File: config.mk
export PLATFORM = sky130hd
export DESIGN_NAME = display_scheduler
export DESIGN_NICKNAME = d
export VERILOG_FILES = /design/src/rtl/display_scheduler.sv
export SDC_FILE = /design/constraint.sdc
export NUM_CORES = 1
export LEC_CHECK = 0
export BUFFER_PORTS_ARGS = -buffer_cell sky130_fd_sc_hd__buf_4
export CAP_MARGIN = 20
export CORE_MARGIN = 2
export CORE_UTILIZATION = 51
export DETAILED_ROUTE_END_ITERATION = 12
export HOLD_SLACK_MARGIN = 0.06
export PLACE_DENSITY = 0.8
export SYNTH_ARGS = -nofsm -noshare
export SYNTH_HDL_FRONTEND = slang
export SYNTH_SLANG_ARGS = --single-unit
File: constraint.sdc
create_clock -name clk -period 3 [get_ports clk]
set_clock_uncertainty 0.15 [all_clocks]
set_input_delay 0.6 -clock clk [delete_from_list [all_inputs] [get_ports clk]]
set_output_delay 0.6 -clock clk [all_outputs]
set_load 0.05 [all_outputs]
File: src/rtl/display_scheduler.sv
// Round-robin time-sharing of the 4-digit seven-segment display between four requesters.
// The winner holds the display for a programmable dwell, with freeze (lock) and manual step (advance).
module display_scheduler #(
  parameter int DWELL_CYCLES = 50_000_000
) (
  input  logic        clk,
  input  logic        reset,
  input  logic [3:0]  req,
  input  logic [63:0] src_data,
  input  logic        lock,
  input  logic        advance,
  output logic [3:0]  grant,
  output logic [1:0]  active_id,
  output logic        busy,
  output logic [15:0] reg_to_display
);

  localparam int CW = $clog2(DWELL_CYCLES) + 1;
  localparam logic [CW-1:0] CNT_LOAD = CW'(DWELL_CYCLES - 1);

  typedef enum logic {IDLE, HOLD} state_e;

  state_e        state_q, state_d;
  logic [3:0]    grant_q, grant_d;
  logic [1:0]    active_id_q, active_id_d;
  logic [1:0]    last_q, last_d;
  logic [CW-1:0] cnt_q, cnt_d;
  logic [15:0]   disp_q, disp_d;

  logic [1:0]    pick_id;
  logic          pick_found;
  logic [1:0]    scan_idx;
  logic [15:0]   owner_data;
  logic [15:0]   pick_data;
  logic          rearb;

  // Scan last+1 .. last+4 (the last step wraps back onto the current owner).
  // NOTE: every variable written here gets a default first, so no latch is inferred.
  always_comb begin
    pick_id    = last_q;
    pick_found = 1'b0;
    scan_idx   = last_q;
    for (int i = 1; i <= 4; i++) begin
      scan_idx = last_q + 2'(i);
      if (!pick_found && req[scan_idx]) begin
        pick_id    = scan_idx;
        pick_found = 1'b1;
      end
    end
  end

  assign owner_data = src_data[{active_id_q, 4'b0000} +: 16];
  assign pick_data  = src_data[{pick_id, 4'b0000} +: 16];

  always_comb begin
    state_d     = state_q;
    grant_d     = grant_q;
    active_id_d = active_id_q;
    last_d      = last_q;
    cnt_d       = cnt_q;
    disp_d      = disp_q;
    rearb       = 1'b0;

    unique case (state_q)
      IDLE: begin
        if (|req) rearb = 1'b1;
      end
      HOLD: begin
        disp_d = owner_data;
        if (lock) begin
          // Frozen: grant and dwell counter hold, advance is dropped.
        end else if (!req[active_id_q] || advance || (cnt_q == '0)) begin
          rearb = 1'b1;
        end else begin
          cnt_d = cnt_q - CW'(1);
        end
      end
      default: state_d = IDLE;
    endcase

    if (rearb) begin
      if (|req) begin
        state_d     = HOLD;
        grant_d     = 4'b0001 << pick_id;
        active_id_d = pick_id;
        last_d      = pick_id;
        cnt_d       = CNT_LOAD;
        disp_d      = pick_data;
      end else begin
        // Nobody left: display value and owner index keep their last values.
        state_d = IDLE;
        grant_d = 4'b0000;
        disp_d  = disp_q;
      end
    end
  end

  // NOTE: state registers use non-blocking assignments so all flops update together on the edge.
  always_ff @(posedge clk or negedge reset) begin
    if (!reset) begin
      state_q     <= IDLE;
      grant_q     <= 4'b0000;
      active_id_q <= 2'd0;
      last_q      <= 2'd3;
      cnt_q       <= '0;
      disp_q      <= 16'h0000;
    end else begin
      state_q     <= state_d;
      grant_q     <= grant_d;
      active_id_q <= active_id_d;
      last_q      <= last_d;
      cnt_q       <= cnt_d;
      disp_q      <= disp_d;
    end
  end

  assign grant          = grant_q;
  assign active_id      = active_id_q;
  assign busy           = (state_q == HOLD);
  assign reg_to_display = disp_q;

endmodule
==> impl_metrics.xml <==
<?xml version="1.0" encoding="UTF-8"?>
<metrics>
  <group name="outcome">
    <metric name="status" unit="">completed</metric>
  </group>
  <group name="clock_network">
    <metric name="cts_max_level" unit="">2</metric>
    <metric name="tritoncts_clock_tree" unit="">done</metric>
    <metric name="cell_at_the_root_of_the_clock_tree" unit="">sky130_fd_sc_hd__clkbuf_8</metric>
    <metric name="tritoncts_num_sinks" unit="">52</metric>
    <metric name="cts-hold-fix-buffers" unit="">0</metric>
    <metric name="cts.path.max_buffers" unit="">2</metric>
    <metric name="cts_inserted_buffers" unit="">5</metric>
    <metric name="clkTransAtPathRegs" unit="ns">0.09</metric>
    <metric name="post_cts_resized" unit="">0</metric>
    <metric name="cts_post_setup_buffers_inserted" unit="">0</metric>
    <metric name="worst_skew_pair.late_latency" unit="ns">0.30</metric>
  </group>
  <group name="yosys">
    <metric name="synthesis.yosys.warnings" unit="">0</metric>
    <metric name="syn_inst" unit="">316</metric>
    <metric name="post_synth_instance_area" unit="mm^2">0.00303</metric>
    <metric name="synthesized_netlist_net_count" unit="">390</metric>
    <metric name="ys.flop_type" unit="">sky130_fd_sc_hd__dfrtp_1</metric>
    <metric name="synth.ff_latch_count" unit="">52</metric>
    <metric name="synth_cell_types" unit="">51</metric>
    <metric name="synth_edf_count" unit="">0</metric>
    <metric name="ys_seq_area_share" unit="%">43.0</metric>
    <metric name="async_flop_share" unit="%">100</metric>
    <metric name="post_synth.cell_area_avg" unit="um^2">9.59</metric>
  </group>
  <group name="setup_path">
    <metric name="crit-reg2reg-launch" unit="">cnt_q[12]$_DFF_PN0_</metric>
    <metric name="worstReg2RegEnd" unit="">reg_to_display[1]$_DFFE_PN0P_</metric>
    <metric name="critical_path.max_fanout" unit="">32</metric>
    <metric name="max_stage_delay" unit="ns">0.58</metric>
    <metric name="reg2reg_slack" unit="ns">0.21</metric>
    <metric name="worstPathRequired" unit="ns">3.06</metric>
    <metric name="crit_slowest_cell" unit="">sky130_fd_sc_hd__or4_4</metric>
    <metric name="rr_worst_depth" unit="">8</metric>
    <metric name="cell_by_cell_listing_of_the_critical_path" unit="">or4_4 -&gt; nand4b_4 -&gt; o2111a_2 -&gt; nor3_4 -&gt; nor2b_2 -&gt; buf_12 -&gt; o221a_2 -&gt; a211oi_1</metric>
    <metric name="kind_of_critical_path" unit="">reg2reg</metric>
    <metric name="critPathLaunchType" unit="">register</metric>
    <metric name="crit_arrival" unit="ns">2.84</metric>
    <metric name="critPathCaptureType" unit="">register</metric>
  </group>
  <group name="timing">
    <metric name="worst_slack" unit="ns">0.215</metric>
    <metric name="timing.fmax" unit="GHz">0.359</metric>
    <metric name="grt_setup_unrepaired" unit="">no</metric>
    <metric name="timing.setup.tns" unit="ns">0</metric>
    <metric name="hold_viol" unit="">0</metric>
    <metric name="slew-limit-headroom" unit="%">56.5</metric>
    <metric name="final_min_period_over_clock_period" unit="%">92.8</metric>
    <metric name="clock_period_minus_final_worst_setup_slack" unit="ns">2.79</metric>
    <metric name="timing_max_transition_violations_final" unit="">0</metric>
    <metric name="max_slew.worst_pin.slew" unit="ns">0.652</metric>
    <metric name="setup_viol" unit="">0</metric>
  </group>
  <group name="job">
    <metric name="drv.max_cap_violation_count" unit="">0</metric>
  </group>
  <group name="global_routing">
    <metric name="grt_overflow" unit="">0</metric>
    <metric name="grt_pass1_wl" unit="um">11700</metric>
    <metric name="first_global_vias" unit="">2713</metric>
    <metric name="global_route.usage.total" unit="%">23.1</metric>
    <metric name="largest_net_degree_at_the_start_of_global_routing" unit="">53</metric>
    <metric name="number_of_antenna_violations_at_the_first_check_in_global_routing" unit="">0</metric>
  </group>
  <group name="floorplanning">
    <metric name="core_area" unit="mm^2">0.00582</metric>
    <metric name="die-width" unit="um">81.1</metric>
    <metric name="io_pins" unit="">95</metric>
    <metric name="effective_utilization_at_floorplan" unit="%">52.1</metric>
    <metric name="floorplan.die.height" unit="um">81.1</metric>
    <metric name="floorplan.rows" unit="">28</metric>
    <metric name="design.die.area" unit="mm^2">0.00658</metric>
  </group>
  <group name="layout">
    <metric name="post_route_cells_drive_above_1_share" unit="%">31.6</metric>
    <metric name="area.growth.synth_to_final" unit="%">30.2</metric>
    <metric name="fillerInstances" unit="">481</metric>
    <metric name="n_antenna_cell" unit="">0</metric>
    <metric name="final_net_count" unit="">489</metric>
    <metric name="utilization" unit="%">67.9</metric>
    <metric name="final_area" unit="mm^2">0.00395</metric>
  </group>
  <group name="power_and_ir_drop">
    <metric name="cellLeakagePower" unit="nW">1.77</metric>
    <metric name="vdd_ir_drop_max" unit="uV">545</metric>
    <metric name="power_density" unit="mW/mm^2">794</metric>
  </group>
  <group name="drt">
    <metric name="finalWirelength" unit="um">7170</metric>
    <metric name="wire_per_inst" unit="um">14.6</metric>
    <metric name="drc_errors" unit="">0</metric>
    <metric name="drt-initial-drc-count" unit="">96</metric>
    <metric name="detailroute.via_count" unit="">2674</metric>
    <metric name="routed_via_density" unit="">5.46</metric>
    <metric name="drtAntennaViolNets" unit="">0</metric>
    <metric name="detail_route.first_pass.iterations" unit="">4</metric>
  </group>
  <group name="placement">
    <metric name="detailedPlace.worstSlack" unit="ns">0.193</metric>
    <metric name="postPlaceCellArea" unit="mm^2">0.00387</metric>
    <metric name="globalplace.congestion" unit="">0.805</metric>
    <metric name="dp_hpwl" unit="um">5470</metric>
    <metric name="place.port_buffers" unit="">94</metric>
  </group>
  <group name="worst_hold_path">
    <metric name="hold_class" unit="">in2async</metric>
  </group>
</metrics>
## worst max-delay path, delay by kind of cell, from the launching register on
kind	cells	cell delay (ns)
AND/OR/NAND/NOR	4	1.10
buffers and inverters	1	0.18
AO/OA/AOI/OAI	3	0.82
flip-flops	1	0.44
## sequential cells by signal (all words and copies together) (netlist names)
name,flops
cnt_q,27
busy,1
active_id,2
last_q,2
reg_to_display,16
grant,4
## cell usage after synthesis (4+ instances only)
master	count	area share, %
sky130_fd_sc_hd__a211oi_1	12	3.0
sky130_fd_sc_hd__a211oi_2	4	1.7
sky130_fd_sc_hd__a21oi_1	5	0.83
sky130_fd_sc_hd__clkbuf_1	9	1.1
sky130_fd_sc_hd__dfrtp_1	50	41
sky130_fd_sc_hd__inv_1	22	2.7
sky130_fd_sc_hd__mux2i_1	17	5.6
sky130_fd_sc_hd__nand2_1	39	4.8
sky130_fd_sc_hd__nand3_1	4	0.66
sky130_fd_sc_hd__nor2_1	39	4.8
sky130_fd_sc_hd__nor3_1	8	1.3
sky130_fd_sc_hd__nor4_1	8	1.7
sky130_fd_sc_hd__o21ai_0	5	0.83
sky130_fd_sc_hd__o221a_1	14	5.2
sky130_fd_sc_hd__or3_1	5	1.0
sky130_fd_sc_hd__xnor2_1	15	4.3
sky130_fd_sc_hd__xor2_1	9	2.6
## metal layers
metal	share of wire, %	GRT usage, %	up-vias
li1	-	-	1312
met1	42	27.6	1255
met2	49	39.0	91
met3	6.9	6.56	16
met4	1.8	9.49	0
met5	0	0	-
## cell type report
type | instances | area, um^2 | share of cell area (%)
timing repair buffer | 106 | 821 | 20.8
tap | 75 | 93.8 | 2.38
clock inverter | 1 | 5.00 | 0.127
inverter | 22 | 82.6 | 2.09
multi-input combinational | 228 | 1570 | 39.7
sequential | 52 | 1300 | 33.0
clock buffer | 6 | 72.6 | 1.84
## cell usage in the layout (no fill, tap or decap), types with 3 or more instances in the layout
cell type                  count
sky130_fd_sc_hd__a211oi_1     12
sky130_fd_sc_hd__buf_4       104
sky130_fd_sc_hd__o221a_1      14
sky130_fd_sc_hd__nor2_1       39
sky130_fd_sc_hd__clkbuf_8      5
sky130_fd_sc_hd__nand2_1      39
sky130_fd_sc_hd__nor4_1        8
sky130_fd_sc_hd__a21oi_1       5
sky130_fd_sc_hd__nand2b_1      3
sky130_fd_sc_hd__nand3_1       4
sky130_fd_sc_hd__or4_1         3
sky130_fd_sc_hd__inv_1        22
sky130_fd_sc_hd__xor2_1        9
sky130_fd_sc_hd__a211oi_2      4
sky130_fd_sc_hd__o21ai_0       5
sky130_fd_sc_hd__mux2i_1      17
sky130_fd_sc_hd__nor3_1        8
sky130_fd_sc_hd__dfrtp_1      50
sky130_fd_sc_hd__xnor2_1      15
sky130_fd_sc_hd__or3_1         5
## worst max-delay path by stage
stage / from / endpoint / slack [ns] / cells after the start
2_1_floorplan: active_id[1]$_DFFE_PN0P_ / reg_to_display[10]$_DFFE_PN0P_ / 0.14 / 8
3_5_place_dp: cnt_q[12]$_DFF_PN0_ / reg_to_display[1]$_DFFE_PN0P_ / 0.19 / 8
3_3_place_gp: cnt_q[12]$_DFF_PN0_ / reg_to_display[11]$_DFFE_PN0P_ / 0.29 / 8
6_report: cnt_q[12]$_DFF_PN0_ / reg_to_display[1]$_DFFE_PN0P_ / 0.21 / 8
5_1_grt: cnt_q[12]$_DFF_PN0_ / reg_to_display[1]$_DFFE_PN0P_ / 0.04 / 8
4_1_cts: cnt_q[12]$_DFF_PN0_ / reg_to_display[1]$_DFFE_PN0P_ / 0.19 / 8
## cell families (layout without fill, tap and decap cells)
| family | Yosys count | after routing | synth area share [%] |
|---|---|---|---|
| compound gates | 60 | 60 | 17.1 |
| xor+xnor | 24 | 24 | 6.93 |
| fa+ha+maj | 2 | 2 | 0.825 |
| buf+inv | 36 | 135 | 5.37 |
| flops | 52 | 52 | 43.0 |
| mux | 19 | 19 | 6.73 |
| simple gates | 123 | 123 | 20.0 |
## where the power goes
group,leakage (nW),internal [mW],switching (mW)
Sequential,0.569,0.881,0.129
Clock,0.0410,0.159,0.214
Combinational,1.16,0.676,1.08
## per-stage QoR
step | power [mW] | cells | hold WS (ns)
floorplan | 2.25 | 316 | 0.154
global placement | 2.76 | 483 | 0.327
detailed placement | 2.78 | 483 | 0.339
CTS | 3.15 | 490 | 0.187
global route | 3.31 | 490 | 0.212
finish | 3.13 | 490 | 0.165
Note: power is estimated with default switching activity, not from simulation.
